`config.mk`:
```
export PLATFORM = sky130hd
export DESIGN_NAME = pulse_share_arbiter_flat
export DESIGN_NICKNAME = d
export VERILOG_FILES = /design/src/rtl/pulse_share_arbiter_if.sv /design/src/rtl/pulse_share_arbiter.sv /design/src/flat_wrapper.sv
export SDC_FILE = /design/constraint.sdc
export NUM_CORES = 1
export LEC_CHECK = 0
export ABC_AREA = 1
export CORE_AREA = 2 2 72 74
export CTS_CLUSTER_SIZE = 30
export DETAILED_ROUTE_END_ITERATION = 16
export DIE_AREA = 0 0 74 76
export GPL_TIMING_DRIVEN = 0
export PLACE_DENSITY_LB_ADDON = 0.3
export SLEW_MARGIN = 20
export SYNTH_ARGS = -nofsm -noshare
export SYNTH_HDL_FRONTEND = slang
export SYNTH_SLANG_ARGS = --single-unit
```
`constraint.sdc`:
```
create_clock -name clk -period 2.2 [get_ports clk]
set_input_delay 0.44 -clock clk [delete_from_list [all_inputs] [get_ports clk]]
set_output_delay 0.44 -clock clk [all_outputs]
set_load 0.02 [all_outputs]
```
`src/rtl/pulse_share_arbiter_if.sv`:
```
// Trigger/config inputs and pulse/status outputs of pulse_share_arbiter.
// The driver of trig and the config uses master; the arbiter uses slave.
interface pulse_share_arbiter_if #(
   parameter int N   = 4,
   parameter int CW  = 4,
   parameter int IDW = 2
);
   logic [N-1:0]   trig;
   logic [CW-1:0]  width_cfg;
   logic [CW-1:0]  holdoff_cfg;
   logic           clear_drop;
   logic [N-1:0]   pulse_vec;
   logic           pulse_any;
   logic [IDW-1:0] grant_id;
   logic           busy;
   logic [N-1:0]   pending;
   logic [N-1:0]   drop;

   modport master (output trig, width_cfg, holdoff_cfg, clear_drop,
                   input  pulse_vec, pulse_any, grant_id, busy, pending, drop);
   modport slave  (input  trig, width_cfg, holdoff_cfg, clear_drop,
                   output pulse_vec, pulse_any, grant_id, busy, pending, drop);
endinterface

```
`src/rtl/pulse_share_arbiter.sv`:
```
// Round-robin sharing of one one-shot pulse engine among N rising-edge triggers.
// Define TRIG_SYNC_EN to pass each trig bit through a 2-flop synchronizer first.
module pulse_share_arbiter #(
   parameter int N   = 4,
   parameter int CW  = 4,
   parameter int IDW = 2
) (
   input logic                  clk,
   input logic                  reset_n,
   pulse_share_arbiter_if.slave bus
);
   typedef enum logic [1:0] {IDLE, PULSE, HOLDOFF} state_t;

   state_t         state_q, state_d;
   logic [N-1:0]   trig_s, prev_q, trig_rise;
   logic [N-1:0]   pending_q, pending_d, drop_q, drop_d, drop_set;
   logic [N-1:0]   pulse_q, pulse_d, grant_clr, win_onehot;
   logic [IDW-1:0] ptr_q, ptr_d, gid_q, gid_d, win_idx, hi_idx, lo_idx;
   logic [CW-1:0]  cnt_q, cnt_d, wlen_q, wlen_d, hlen_q, hlen_d;
   logic           hi_found, lo_found, grant;

`ifdef TRIG_SYNC_EN
   logic [N-1:0] sync1_q, sync2_q;

   always_ff @(posedge clk or negedge reset_n) begin
      if (!reset_n) begin
         sync1_q <= '0;
         sync2_q <= '0;
      end else begin
         sync1_q <= bus.trig;
         sync2_q <= sync1_q;
      end
   end

   assign trig_s = sync2_q;
`else
   assign trig_s = bus.trig;
`endif

   assign trig_rise = trig_s & ~prev_q;

   // Lowest set bit at or above ptr wins; otherwise wrap to the lowest set bit overall.
   always_comb begin
      // NOTE: every variable gets a default before any branch, so no latch can be inferred.
      hi_found = 1'b0;
      lo_found = 1'b0;
      hi_idx   = '0;
      lo_idx   = '0;
      for (int i = N - 1; i >= 0; i--) begin
         if (pending_q[i]) begin
            lo_found = 1'b1;
            lo_idx   = IDW'(i);
            if (i >= int'(ptr_q)) begin
               hi_found = 1'b1;
               hi_idx   = IDW'(i);
            end
         end
      end
      win_idx    = hi_found ? hi_idx : lo_idx;
      win_onehot = N'(1) << win_idx;
   end

   always_comb begin
      state_d = state_q;
      cnt_d   = cnt_q;
      wlen_d  = wlen_q;
      hlen_d  = hlen_q;
      ptr_d   = ptr_q;
      gid_d   = gid_q;
      pulse_d = pulse_q;
      grant   = 1'b0;
      unique case (state_q)
         IDLE: begin
            if (lo_found) begin
               grant   = 1'b1;
               gid_d   = win_idx;
               ptr_d   = (win_idx == IDW'(N - 1)) ? '0 : win_idx + IDW'(1);
               wlen_d  = (bus.width_cfg == '0) ? CW'(1) : bus.width_cfg;
               hlen_d  = bus.holdoff_cfg;
               cnt_d   = '0;
               pulse_d = win_onehot;
               state_d = PULSE;
            end
         end
         PULSE: begin
            if (cnt_q == wlen_q - CW'(1)) begin
               cnt_d   = '0;
               pulse_d = '0;
               state_d = (hlen_q != '0) ? HOLDOFF : IDLE;
            end else begin
               cnt_d = cnt_q + CW'(1);
            end
         end
         HOLDOFF: begin
            if (cnt_q == hlen_q - CW'(1)) begin
               cnt_d   = '0;
               state_d = IDLE;
            end else begin
               cnt_d = cnt_q + CW'(1);
            end
         end
         default: state_d = IDLE;
      endcase
   end

   // A new edge on the channel being granted re-arms it instead of counting as a drop.
   assign grant_clr = grant ? win_onehot : '0;
   assign drop_set  = trig_rise & pending_q & ~grant_clr;
   assign pending_d = (pending_q & ~grant_clr) | trig_rise;
   assign drop_d    = (bus.clear_drop ? '0 : drop_q) | drop_set;

   always_ff @(posedge clk or negedge reset_n) begin
      if (!reset_n) begin
         state_q   <= IDLE;
         prev_q    <= '0;
         pending_q <= '0;
         drop_q    <= '0;
         pulse_q   <= '0;
         ptr_q     <= '0;
         gid_q     <= '0;
         cnt_q     <= '0;
         wlen_q    <= '0;
         hlen_q    <= '0;
      end else begin
         // NOTE: non-blocking updates so every register samples pre-edge values.
         state_q   <= state_d;
         prev_q    <= trig_s;
         pending_q <= pending_d;
         drop_q    <= drop_d;
         pulse_q   <= pulse_d;
         ptr_q     <= ptr_d;
         gid_q     <= gid_d;
         cnt_q     <= cnt_d;
         wlen_q    <= wlen_d;
         hlen_q    <= hlen_d;
      end
   end

   assign bus.pulse_vec = pulse_q;
   assign bus.pulse_any = |pulse_q;
   assign bus.grant_id  = gid_q;
   assign bus.busy      = (state_q != IDLE);
   assign bus.pending   = pending_q;
   assign bus.drop      = drop_q;
endmodule

```
`src/flat_wrapper.sv`:
```
// flat-port wrapper written by rule: the top's interface ports become plain ports
module pulse_share_arbiter_flat 
#(
   parameter int N   = 4,
   parameter int CW  = 4,
   parameter int IDW = 2
)
  (clk, reset_n, bus_trig, bus_width_cfg, bus_holdoff_cfg, bus_clear_drop, bus_pulse_vec, bus_pulse_any, bus_grant_id, bus_busy, bus_pending, bus_drop);
  pulse_share_arbiter_if #(.N(N), .CW(CW), .IDW(IDW)) bus_i ();
  input logic clk;
  input logic reset_n;
  input wire logic [$bits(bus_i.trig)-1:0] bus_trig;
  input wire logic [$bits(bus_i.width_cfg)-1:0] bus_width_cfg;
  input wire logic [$bits(bus_i.holdoff_cfg)-1:0] bus_holdoff_cfg;
  input wire logic [$bits(bus_i.clear_drop)-1:0] bus_clear_drop;
  output wire logic [$bits(bus_i.pulse_vec)-1:0] bus_pulse_vec;
  output wire logic [$bits(bus_i.pulse_any)-1:0] bus_pulse_any;
  output wire logic [$bits(bus_i.grant_id)-1:0] bus_grant_id;
  output wire logic [$bits(bus_i.busy)-1:0] bus_busy;
  output wire logic [$bits(bus_i.pending)-1:0] bus_pending;
  output wire logic [$bits(bus_i.drop)-1:0] bus_drop;
  assign bus_i.trig = bus_trig;
  assign bus_i.width_cfg = bus_width_cfg;
  assign bus_i.holdoff_cfg = bus_holdoff_cfg;
  assign bus_i.clear_drop = bus_clear_drop;
  assign bus_pulse_vec = bus_i.pulse_vec;
  assign bus_pulse_any = bus_i.pulse_any;
  assign bus_grant_id = bus_i.grant_id;
  assign bus_busy = bus_i.busy;
  assign bus_pending = bus_i.pending;
  assign bus_drop = bus_i.drop;
  pulse_share_arbiter #(.N(N), .CW(CW), .IDW(IDW)) u_core (.clk(clk), .reset_n(reset_n), .bus(bus_i));
endmodule
```
==> metrics.md <==
| Metric | Value |
|---|---|
| Initial Util | 37.95% |
| DR iter-0 viols | 56 |
| Die width | 74 microns |
| Share of cells above drive strength 1 | 10.95% |
| PD cells | 1436 nW/um^2 |
| Fill count | 479 |
| Synth area leader | dfrtp_1 |
| Status | completed |
| Critical path class | reg2out |
| Async S/R FF share, synth | 100.0% |
| Total GRT Usage | 15.92% |
| Worst Path Required | 1.76 ns |
| Synth top area share | 45.64% |
| Die Height | 76 microns |
| Top cells by area, synth | dfrtp_1 (46%), nand2_1 (17%), ha_1 (7.4%) |
| Switching share of power | 45.23% |
| Crit. End Element | primary output |
| Power Total | 3.382 mW |
| Netlist cell types | 27 |
| Sequential share of power | 30.9% |
| Crit Path Max Fanout | 9 |
| Routability congestion estimate | 0.7731 |
| I/O pin count | 31 |
| Reg area | 850.8 sq um |
| Antenna Violating Nets Remaining | 0 |
| Cts bufs inserted | 5 |
| Post-Syn Nets | 263 |
| Post-synth EDFFs | 0 |
| Hold Path Class | in2async |
| Clk_skew | 0.004163 ns |
| Hold Slack | 0.08940 ns |
| Most used DFF post-synth | dfrtp_1 |
| Measured slew at the worst slew-check pin | 0.4480 ns |
| Final worst slack | 0.2059 ns |
| Drt wl/cell | 11.17 microns |
| Layout Cells excl Fill | 344 |
| CTS tree | done |
| First-pass GRT wire length | 7.107 mm |
| Synth Instances | 237 |
| Clk_lat worst skew | 0.29 ns |
| Critical path arrival | 1.55 ns |
| Avg Cell Area, Syn | 7.866 sq um |
| Cts-stage hold buffer count | 0 |
| Largest net degree at the start of global routing | 19 |
| Synthesized area | 1864 sq um |
| Clock power share | 13.6% |
| Pre-antenna DRT Iters | 4 |
| Die area | 5624 sq um |
| RSZ-0062 raised after global routing | false |
| Port bufs | 30 |
| Global route overflow | 0 |
| Max-cap violations | 0 |
| Overall routed net length | 3.843 mm |
| CTS Root Cell | clkbuf_8 |
| Clock Path Buffers | 2 |
| Pleak | 1.211 nW |
| # DRC | 0 |
| # H-tree levels | 2 |
| Seq/Total Area, Yosys | 45.64% |
| Number of nets in the layout | 301 |
| Dpl cells | 338 |
| Fin crit share | 90.64% |
| Post-layout min period | 1.994 ns |
| Yosys warning count | 0 |
| Synth cell count leaders | nand2_1 (86), dfrtp_1 (34), inv_1 (28) |
| IR drop worst, VDD | 721.3 uV |
| Setup Viol. Count Final | 0 |
| Vias per std cell | 4.587 |
| Logic pwr share | 55.5% |
| Clock transition at path regs | 0.07 ns |
| Detailed Place HPWL | 2.970 mm |
| CP startpoint kind | flip-flop |
| Antenna violations before repair | 0 |
| Core area | 4912 sq um |
| Sink Count | 34 |
| Setup TNS | 0 ns |
| FP Rows | 26 |
| Area growth syn-to-layout | 26.31% |
| Dpl ws | 0.2537 ns |
| Number of global-route vias before repair | 1605 |
| N_diodes | 0 |
| Slew Viols, Final | 0 |
| Footprint of the multi-input gates | 853.3 sq um |
| Total number of vias | 1578 |
| Internal power | 1.852 mW |
| Psw | 1.530 mW |
| Synth Register Bits | 34 |
| Max Fclk | 501.5 MHz |
| Count leader, synth | nand2_1 |
| Final hold vios | 0 |
| Slew HR | 70.13% |
==> routing by layer <==
| metal | routed length (microns) | track usage [%] |
|---|---|---|
| met1 | 1736 | 20.75 |
| met2 | 1864 | 25.09 |
| met3 | 150 | 4.101 |
| met4 | 91 | 6.000 |
| met5 | 0 | 0 |
==> area by class of cell <==
class | count | share of cell area [%]
Timing Repair Buffer | 31 | 13.60
Inverter | 37 | 5.898
Buffer | 3 | 0.9033
Multi-Input combinational cell | 163 | 36.24
Sequential cell | 34 | 36.13
Clock buffer | 6 | 3.507
Tap cell | 70 | 3.719
==> power groups by stage <==
stage	logic [mW]	clock network, mW	registers, mW
after floorplan	1.26	0	1.13
after global placement	1.87	0	1.05
after detailed placement	1.90	0	1.06
after CTS	1.90	0.476	1.05
after global routing	2.17	0.499	1.08
final	1.88	0.459	1.05
==> metrics by stage <==
step / cell area (sq um) / utilization [%]
CTS: 2355 / 47.94
floorplan: 1864 / -
detailed placement: 2275 / 46.31
global route: 2355 / 47.94
global placement: 2252 / 45.85
finish: 2355 / 47.94
==> placed cells by master, fill, tap and decap left out <==
cell / instances
dfrtp_1: 34
a21oi_1: 2
nor2_2: 1
nand3_2: 2
nor2_1: 11
nand2_2: 4
buf_16: 1
inv_2: 9
nand2_4: 1
buf_6: 1
a21boi_0: 1
nand3_1: 12
o21a_1: 1
o22ai_1: 4
nand2_1: 86
o21ai_2: 1
inv_1: 28
a31oi_1: 2
clkbuf_8: 6
ha_1: 11
or4_1: 1
o21ai_1: 11
xor2_1: 1
xnor2_1: 2
dlygate4sd2_1: 2
or2_1: 1
nand4_1: 6
nand3_4: 1
buf_2: 3
clkdlybuf4s50_1: 27
o211ai_1: 1
==> final timing paths <==
check	from	endpoint	slack [ns]	cells after the start
setup / recovery	u_core.state_q[0]	bus_busy	0.21	5
hold / removal	reset_n	u_core.hlen_q[2]	0.09	1
setup reg to reg	u_core.wlen_q[0]	u_core.cnt_q[2]	0.61	10
hold reg to reg	u_core.bus.pulse_vec[1]	u_core.bus.pulse_vec[1]	0.50	2
max in group asynchronous	reset_n	u_core.prev_q[1]	1.67	2
min in group clk	u_core.bus.pulse_vec[1]	u_core.bus.pulse_vec[1]	0.50	2
==> timing repair <==
item,4_1_cts,5_1_grt
buffers inserted,0,0
gates resized for setup,2,0
setup endpoints to repair,2,0
==> worst max-delay path: stages (launching register included) <==
cell,delay [ns]
dfrtp_1,0.40
inv_1,0.11
ha_1,0.15
buf_2,0.20
inv_1,0.08
dlygate4sd2_1,0.33
==> state kept, by name, indices dropped and copies added, names as in the netlist <==
signal	cells
u_core.bus.drop	4
u_core.bus.pending	4
u_core.bus.pulse_vec	4
u_core.cnt_q	4
u_core.hlen_q	4
u_core.prev_q	4
u_core.wlen_q	4
u_core.bus.grant_id	2
u_core.ptr_q	2
u_core.state_q	2
==> cell families after synthesis <==
family | after synthesis | share of synthesized area [%]
buffers and inverters | 40 | 8.590
AO/OA/AOI/OAI | 23 | 7.181
adder cells (fa/ha/maj) | 11 | 7.382
XOR/XNOR | 3 | 1.410
AND/OR/NAND/NOR | 126 | 29.80
flip-flops | 34 | 45.64
Power figures use the tool's default switching activity.
